<file path="config.mk">
export PLATFORM = sky130hd
export DESIGN_NAME = serial_avg_diff
export DESIGN_NICKNAME = d
export VERILOG_FILES = /design/src/rtl/serial_avg_pkg.sv /design/src/rtl/avg_abs_diff.sv /design/src/rtl/serial_avg_diff.sv
export SDC_FILE = /design/constraint.sdc
export NUM_CORES = 1
export LEC_CHECK = 0
export ABC_AREA = 0
export CORE_UTILIZATION = 46
export DETAILED_ROUTE_END_ITERATION = 6
export DONT_BUFFER_PORTS = 1
export PLACE_DENSITY_LB_ADDON = 0.08
export REMOVE_ABC_BUFFERS = 1
export SETUP_SLACK_MARGIN = 0.02
export SLEW_MARGIN = 20
export SYNTH_ARGS = -nofsm -noshare
export SYNTH_HDL_FRONTEND = slang
export SYNTH_SLANG_ARGS = --single-unit
export TNS_END_PERCENT = 100
</file>
<file path="constraint.sdc">
create_clock -name clk -period 6.65 [get_ports clk]
set_clock_uncertainty 0.2 [all_clocks]
set_input_delay 0.665 -clock clk [delete_from_list [all_inputs] [get_ports clk]]
set_output_delay 0.665 -clock clk [all_outputs]
set_load 0.02 [all_outputs]
</file>
<file path="src/rtl/serial_avg_pkg.sv">
// Shared types and helpers for the serial frame averager.
package serial_avg_pkg;

    typedef enum logic {ST_ACC, ST_HOLD} state_t;

    localparam int ROUND_TRUNC   = 0;
    localparam int ROUND_HALF_UP = 1;

    function automatic int acc_width(input int w, input int log_n);
        return w + log_n;
    endfunction

endpackage

</file>
<file path="src/rtl/avg_abs_diff.sv">
// Combinational tail of a frame: final sum, rounded average and |avg - last sample|.
module avg_abs_diff
    import serial_avg_pkg::*;
#(
    parameter int W     = 8,
    parameter int LOG_N = 2,
    localparam int AW   = acc_width(W, LOG_N)
) (
    input  logic [AW-1:0] acc,
    input  logic [W-1:0]  ser_in,
    input  logic [AW-1:0] rnd,
    output logic [W-1:0]  avg,
    output logic [W-1:0]  diff
);

    logic [AW-1:0] sum;

    // The rounded sum cannot exceed N*2**W - 1, so the shifted value always fits in W bits.
    assign sum  = acc + AW'(ser_in);
    assign avg  = W'((sum + rnd) >> LOG_N);
    assign diff = (avg >= ser_in) ? avg - ser_in : ser_in - avg;

endmodule

</file>
<file path="src/rtl/serial_avg_diff.sv">
// Streaming frame averager: sums 2**LOG_N samples, then holds average and |average - last| until taken.
module serial_avg_diff
    import serial_avg_pkg::*;
#(
    parameter int W     = 8,
    parameter int LOG_N = 2,
    parameter int ROUND = ROUND_TRUNC
) (
    input  logic         clk,
    input  logic         rst,
    input  logic         clear,
    input  logic [W-1:0] ser_in,
    input  logic         in_valid,
    output logic         in_ready,
    output logic [W-1:0] avg_out,
    output logic [W-1:0] diff_out,
    output logic         out_valid,
    input  logic         out_ready,
    output logic         done
);

    localparam int AW = acc_width(W, LOG_N);
    localparam int CW = (LOG_N > 0) ? LOG_N : 1;
    localparam logic [CW-1:0] LAST = CW'((1 << LOG_N) - 1);

    function automatic logic [AW-1:0] round_term();
        logic [AW-1:0] r;
        r = '0;
        for (int i = 0; i < AW; i++) begin
            if (ROUND == ROUND_HALF_UP && i == LOG_N - 1) r[i] = 1'b1;
        end
        return r;
    endfunction

    state_t         state;
    logic [CW-1:0]  count;
    logic [AW-1:0]  acc;
    logic [AW-1:0]  acc_base;
    logic [W-1:0]   avg;
    logic [W-1:0]   diff;
    logic           last;

    // The first sample of a frame loads the accumulator rather than adding to it.
    assign acc_base = (count == '0) ? '0 : acc;
    assign last     = (count == LAST);

    avg_abs_diff #(
        .W     (W),
        .LOG_N (LOG_N)
    ) u_avg_abs_diff (
        .acc    (acc_base),
        .ser_in (ser_in),
        .rnd    (round_term()),
        .avg    (avg),
        .diff   (diff)
    );

    always_ff @(posedge clk or posedge rst) begin
        if (rst) begin
            state    <= ST_ACC;
            count    <= '0;
            acc      <= '0;
            avg_out  <= '0;
            diff_out <= '0;
        end else if (clear) begin
            state <= ST_ACC;
            count <= '0;
            acc   <= '0;
        end else begin
            case (state)
                ST_ACC: begin
                    if (in_valid) begin
                        if (last) begin
                            avg_out  <= avg;
                            diff_out <= diff;
                            state    <= ST_HOLD;
                            count    <= '0;
                            acc      <= '0;
                        end else begin
                            acc   <= acc_base + AW'(ser_in);
                            count <= count + CW'(1);
                        end
                    end
                end
                ST_HOLD: begin
                    if (out_ready) state <= ST_ACC;
                end
                default: state <= ST_ACC;
            endcase
        end
    end

    assign in_ready  = (state == ST_ACC);
    assign out_valid = (state == ST_HOLD);
    assign done      = (state == ST_ACC) && (count == '0);

endmodule
</file>
==> metrics.md, run 1 <==
| Metric | Value |
|---|---|
| Port bufs | 0 |
| Netlist cell types | 54 |
| Synthesized area | between 2000 and 2500 µm² |
| Placed wire-length estimate | 3750 µm |
| Worst-case reg-to-reg path depth | 19 |
| Die height | 72.7 µm |
| Worst-path fanout max | 13 |
| Relative slew slack | 0.309 |
| GRT Total Usage | 0.196 |
| Initial antenna violation count | 0 |
| Mean Syn Cell Area | a little over 9 µm² |
| Root Buffer | clkbuf_8 |
| Critical path startpoint category | flip-flop |
| Status | finished clean |
| Cell accounting for the most synthesized area | dfrtp_1 |
| CTS Buf Count | 5 |
| Seq/Total Area, Yosys | 0.316 |
| PD cells | ~240 nW/µm² |
| Maxcap violations | 0 |
| Maximum VDD drop | 0.122 mV |
| Post-DRT Antenna Nets | 0 |
| Reg2Reg Setup Slack | approximately 1.6 ns |
| Post-synth EDFFs | 0 |
| Die area | roughly 5300 µm² |
| Routability congestion estimate | roughly 0.84 |
| Layout cell share with drive strength beyond 1 | 0.0972 |
| Cell Chain, Critical Path | inv_1, ha_1, nor2b_1, ha_1, fa_1, a21o_1, a21oi_1, o21bai_1, a21oi_1, xor2_1, inv_1, ha_1, o21a_1, o211ai_1, o21ai_2, a211oi_1, a31oi_1, xnor2_1, o21ai_1 |
| Min Tclk post-route | approximately 5.0 ns |
| Class of the worst hold path | primary input to async pin |
| # setup viols final | 0 |
| Synthesis Warnings | 0 |
| Max Clk Rate | roughly 200 MHz |
| Pin count of the biggest net entering global routing | 33 |
| Setup crit start | count[0] |
| Worst path max stage delay | approximately 0.44 ns |
| Syn Inst Count | ~250 |
| Core Box Area | ~4800 µm² |
| Final TNS setup | 0 ns |
| Clock buffer depth | 2 |
| Via count | 1700 |
| CTS Hold Buffers Added | 0 |
| R2r startpoint | count[0] |
| Total grt overflow | 0 |
| Per-cell routed wire length | approximately 15 µm |
| Crit Path Category | flip-flop to flip-flop |
| Critical path's slowest cell | ha_1 |
| Pleak | roughly 0.0011 µW |
| Routed WL | approximately 4700 µm |
| # resized after CTS | 0 |
| Placed Instance Area | approximately 2300 µm² |
| Drt first pass iters | 6 |
| H-Tree Depth | 2 |
| Diode count | 0 |
| Top post-synthesis cells by area | dfrtp_1 (32%), ha_1 (13%), nand2_1 (4.9%) |
| Vias per inst | around 5.4 |
| CTS tree | done |
| IO Pins | 32 |
| CTS clk-pin slew, worst paths | 0.07 ns |
| RSZ-0062 raised after global routing | no |
| Tot Pwr | 566 µW |
| Fin nets | approximately 290 |
| DRT iter0 DRCs | 61 |
| Clock sink count | 29 |
| FFs w/ async S/R, synth | 1.00 |
| Row count | 25 |
| Placed Cells | just over 300 |
| # fillers | ~460 |
| Post-synth top flop | dfrtp_1 |
| Most frequent cells after synthesis | nand2_1 (30), dfrtp_1 (29), ha_1 (24) |
| Top-count cell post-synth | nand2_1 |
| Final hold viol count | 0 |
| Period utilization | 0.752 |
| Final Cell Area | roughly 2400 µm² |
| Area Growth Syn to Fin | 4.74% |
| # DRC | 0 |
| CP dominant cell by count | ha_1 |
| Setup crit end | diff_out[6] |
| Initial Util | 0.483 |
| Crit path capture type | flip-flop |
| First-pass GRT wire length | between 7000 and 8000 µm |
| WP data arrival | roughly 4.9 ns |
| Worst Tran Pin Value | around 1.0 ns |
| Vias in the first global route | about 1700 |
| Die Wd | 72.7 µm |
| Synthesized flop and latch total | 29 |
| Yosys top cell area share | 0.316 |
| CP Data Required Time | 6.58 ns |
| Fin worst setup slack | between 1.5 and 2 ns |
| Final Max Tran Viols | 0 |
| Post-CTS Setup Inserts | 0 |
| Post-Layout Cell Count | ~310 |
| RR Endpoint | diff_out[6] |
| Setup Slack @ Placement | between 1.5 and 2 ns |
| Clk_lat worst skew | between 0.2 and 0.3 ns |
==> power by group <==
group / switching (µW) / internal [µW] / total, µW
clock: 66.9 / 82.0 / 149
sequential: 38.4 / 201 / 239
combinational: 101 / 77.0 / 178
==> how the worst min path moves through the flow <==
stage | from | endpoint | slack [ns] | cells after the start
after global routing | rst | acc[0] | 0.11 | 1
after floorplan | acc[2] | acc[2] | 0.24 | 2
after global placement | acc[3] | acc[3] | 0.26 | 2
after detailed placement | acc[3] | acc[3] | 0.26 | 2
after CTS | rst | acc[0] | 0.10 | 1
final | rst | acc[0] | 0.08 | 1
==> flip-flops by register name, summed over array words and instances, names as in the netlist <==
name,count
acc,10
avg_out,8
count,2
diff_out,8
out_valid,1
==> cell type report <==
class / instances / area (µm²) / share of cell area
Timing Repair Buffer: 1 / 7.51 / 0.00312
Inverter: 23 / 86.3 / 0.0359
Clock buffer: 7 / 86.3 / 0.0359
Sequential cell: 29 / 726 / 0.302
Tap cell: 67 / 83.8 / 0.0349
Multi-Input combinational cell: 187 / 1420 / 0.588
==> layout by cell type, fill, tap and decap left out, types with 4 or more instances in the layout <==
| cell type | n |
|---|---|
| clkbuf_8 | 6 |
| nor2_1 | 8 |
| o21ai_0 | 18 |
| inv_1 | 22 |
| and2_1 | 4 |
| nand2_1 | 30 |
| dfrtp_1 | 29 |
| a21o_1 | 4 |
| xnor2_1 | 7 |
| nor2b_1 | 10 |
| o21ai_1 | 5 |
| xor2_1 | 6 |
| a21oi_1 | 12 |
| ha_1 | 24 |
| o21a_1 | 4 |
==> cells by family after synthesis <==
group / count (synthesis) / synth area share
AND/OR/NAND/NOR: 69 / 0.149
multiplexers: 5 / 0.0229
adder cells (fa/ha/maj): 27 / 0.157
flip-flops: 29 / 0.316
AO/OA/AOI/OAI: 73 / 0.238
XOR/XNOR: 13 / 0.0496
buffers and inverters: 33 / 0.0676
==> through the flow <==
| step | hold WS [ns] | util |
|---|---|---|
| after floorplan | 0.242 | - |
| after global placement | 0.257 | 0.488 |
| after detailed placement | 0.264 | 0.488 |
| after CTS | 0.102 | 0.506 |
| after global routing | 0.105 | 0.506 |
| final | 0.0832 | 0.506 |
==> critical path, delay by kind of cell, from the launching register on <==
| kind | cells | cell delay [ns] |
|---|---|---|
| AOI/OAI and AO/OA | 10 | 1.97 |
| adders and majority gates | 4 | 1.50 |
| xor gates and xnor gates | 2 | 0.52 |
| DFF | 1 | 0.41 |
| buffers and inverters | 2 | 0.15 |
| and+or+nand+nor | 1 | 0.11 |
==> metal layers <==
metal / global-route usage / routed length (µm) / share of wire
met2: 0.320 / 2200 / 0.46
met5: 0 / 0 / 0
met4: 0.0610 / 37 / 0.0078
met3: 0.0483 / 158 / 0.033
met1: 0.256 / 2340 / 0.49
Note: power is estimated with default switching activity, not from simulation.
==> run 2, diff against run 1 <==
Clock period 6.65 ns to 5.2 ns, I/O delays scaled along.
==> run 2 against run 1 <==
Effect of this change:
- core utilization rose by 1.1 points
- final area rose by 2.2%
- combinational power rose by 30%
- cell count rose by 0.64%
- wire length rose by 1.6%
- die area did not move
- flip-flop and latch count did not move
==> metrics.md, run 2 (synthesized netlist as in run 1, its figures left out) <==
| Metric | Value |
|---|---|
| Status | finished clean |
| Relative slew slack | 0.316 (+0.00764) |
| Max reg flops | 10 (unchanged) |
| Min Hold Slack | 0.104 ns (+0.0208 ns) |
| Setup crit start | count[0] |
| Final hold viol count | 0 (unchanged) |
| Max Clk Rate | 211 MHz (+5.5%) |
| Min Tclk post-route | 4.74 ns (-0.259 ns) |
| Final core occ | 0.517 (+0.0113) |
| Row count | 25 (unchanged) |
| DRT iter0 DRCs | 107 (+75%) |
| Hold depth | 1 |
| H-Tree Depth | 2 (unchanged) |
| Met2 WL post-DR | 2270 µm (+3.0%) |
| Critical path startpoint category | flip-flop |
| Initial Util | 0.483 (unchanged) |
| RR Endpoint | diff_out[6] |
| Leading cell types in the layout, fill and taps excluded | nand2_1 (30), dfrtp_1 (29), ha_1 (23) |
| Routability congestion estimate | 0.845 (about the same) |
| Placed wire-length estimate | 3740 µm (about the same) |
| Commonest non-fill, non-tap cell in the layout | nand2_1 |
| # DRC | 0 (unchanged) |
| CTS Buf Count | 5 (unchanged) |
| Total area of sequential cells | 726 µm² (unchanged) |
| Vias per inst | 5.34 (-1.3%) |
| Clock sink count | 29 (unchanged) |
| Core Box Area | 4750 µm² (unchanged) |
| Diode count | 0 (unchanged) |
| Pin count of the biggest net entering global routing | 33 (unchanged) |
| Via count | 1689 (-0.65%) |
| Maximum VDD drop | 0.153 mV (+25%) |
| Crit Path Category | flip-flop to flip-flop |
| RSZ-0062 raised after global routing | no |
| Clock buffer depth | 2 (unchanged) |
| IO Pins | 32 (unchanged) |
| Die Wd | 72.7 µm (unchanged) |
| Worst Tran Pin Value | 1.02 ns (-0.0114 ns) |
| Largest register by flop count | acc |
| Top Metal Used | met4 |
| Total grt overflow | 0 (unchanged) |
| Worst-case reg-to-reg path depth | 19 (unchanged) |
| Largest regs | acc x10, avg_out x8, diff_out x8 |
| Port bufs | 0 (unchanged) |
| # setup viols final | 0 (unchanged) |
| Reg2Reg Setup Slack | 0.46 ns (-1.19 ns) |
| Root Buffer | clkbuf_8 |
| # fillers | 454 (-1.5%) |
| Period utilization | 0.912 (+0.160) |
| Setup crit end | diff_out[6] |
| Tot Pwr | 781 µW (+38%) |
| Clk_lat worst skew | 0.28 ns (about the same) |
| Fin nets | 288 (+0.35%) |
| Final TNS setup | 0 ns (unchanged) |
| CP Data Required Time | 5.12 ns (-1.46 ns) |
| First-pass GRT wire length | 7960 µm (+1.5%) |
| DR WL met3 | 156 µm (-1.3%) |
| Crit path capture type | flip-flop |
| CTS tree | done |
| Pleak | 0.00116 µW (+1.7%) |
| Post-DRT Antenna Nets | 0 (unchanged) |
| Die height | 72.7 µm (unchanged) |
| Layout cell share with drive strength beyond 1 | 0.112 (+0.0153) |
| PD cells | 318 nW/µm² (+35%) |
| Vias in the first global route | 1694 (+2.5%) |
| Final Cell Area | 2460 µm² (+2.2%) |
| R2r startpoint | count[0] |
| Area Growth Syn to Fin | 7.08% |
| Worst path max stage delay | 0.44 ns (about the same) |
| Final Max Tran Viols | 0 (unchanged) |
| Initial antenna violation count | 0 (unchanged) |
| Placed Instance Area | 2320 µm² (unchanged) |
| WP data arrival | 4.66 ns (-0.27 ns) |
| Critical path's slowest cell | ha_1 |
| Drt first pass iters | 4 (-2) |
| Per-cell routed wire length | 15.2 µm (+1.0%) |
| Maxcap violations | 0 (unchanged) |
| Die area | 5280 µm² (unchanged) |
| Multi-input gate area | 1430 µm² (+0.97%) |
| CTS clk-pin slew, worst paths | 0.06 ns (about the same) |
| Routed WL | 4810 µm (+1.6%) |
| GRT Total Usage | 0.198 (+0.00195) |
| Worst-path fanout max | 13 (unchanged) |
| Cell Chain, Critical Path | inv_1, ha_2, nor2b_1, ha_1, fa_1, a21o_1, a21oi_1, o21bai_1, a21oi_2, xor2_2, inv_1, ha_1, o21a_1, o211ai_1, o21ai_2, a211oi_1, a31oi_1, xnor2_1, o21ai_1 |
| Metal-1 WL | 2340 µm (about the same) |
| Class of the worst hold path | primary input to flip-flop |
| Post-CTS Setup Inserts | 0 (unchanged) |
## run 2: cell count changes in the layout (fill, tap and decap cells not counted), sizes merged
cell | before | now
bufinv | 0 | 1
dlygate4sd3 | 0 | 1
## run 2: worst max-delay path, delay by kind of cell, from the launching register on
family / cells / cell delay (ns)
AOI/OAI and AO/OA: 10 / 1.96
xor gates and xnor gates: 2 / 0.42
adders and majority gates: 4 / 1.37
and+or+nand+nor: 1 / 0.08
buffers and inverters: 2 / 0.15
DFF: 1 / 0.41
## run 2: what timing repair did
| item | CTS | global route |
|---|---|---|
| endpoints found under the hold margin | 10 | 0 |
| hold buffers | 1 | 0 |
| gates resized for setup | 0 | 3 |
| endpoints found under the setup margin | 0 | 6 |
## run 2: metal layers
metal / up-vias / GRT usage
li1: 859 / -
met1: 800 / 0.261
met2: 25 / 0.322
met3: 5 / 0.0373
met4: 0 / 0.0763
met5: - / 0
## run 2: worst min path at each step
stage / start / to
floorplan: acc[2] / acc[2]
global placement: rst / avg_out[1]
detailed placement: rst / acc[0]
CTS: clear / count[1]
global route: clear / count[1]
finish: clear / count[1]
## run 2: layout make-up
| cell class | instances | share of cell area |
|---|---|---|
| repair buffers | 2 | 0.00712 |
| multi-input cells | 187 | 0.581 |
| flip-flops and latches | 29 | 0.295 |
| clock inverters | 1 | 0.0122 |
| clock buffers | 7 | 0.0351 |
| well taps | 67 | 0.0341 |
| inverters | 23 | 0.0351 |
## run 2: per-stage QoR
stage               setup WS (ns)  cells
detailed placement          0.208    307
CTS                         0.191    316
global route                0.100    316
finish                      0.458    316
global placement            0.210    307
floorplan                   0.886    239
## run 2: power by group
group	switching [µW]	total, µW	internal [µW]
registers	49.1	306	257
logic	131	231	100
clock network	87.8	244	156
==> run 3, diff against run 2 <==
Settings changed: CAP_MARGIN set to 20.
==> results of run 3 <==
No change in the layout: final DEF, timing and power equal those of run 2.
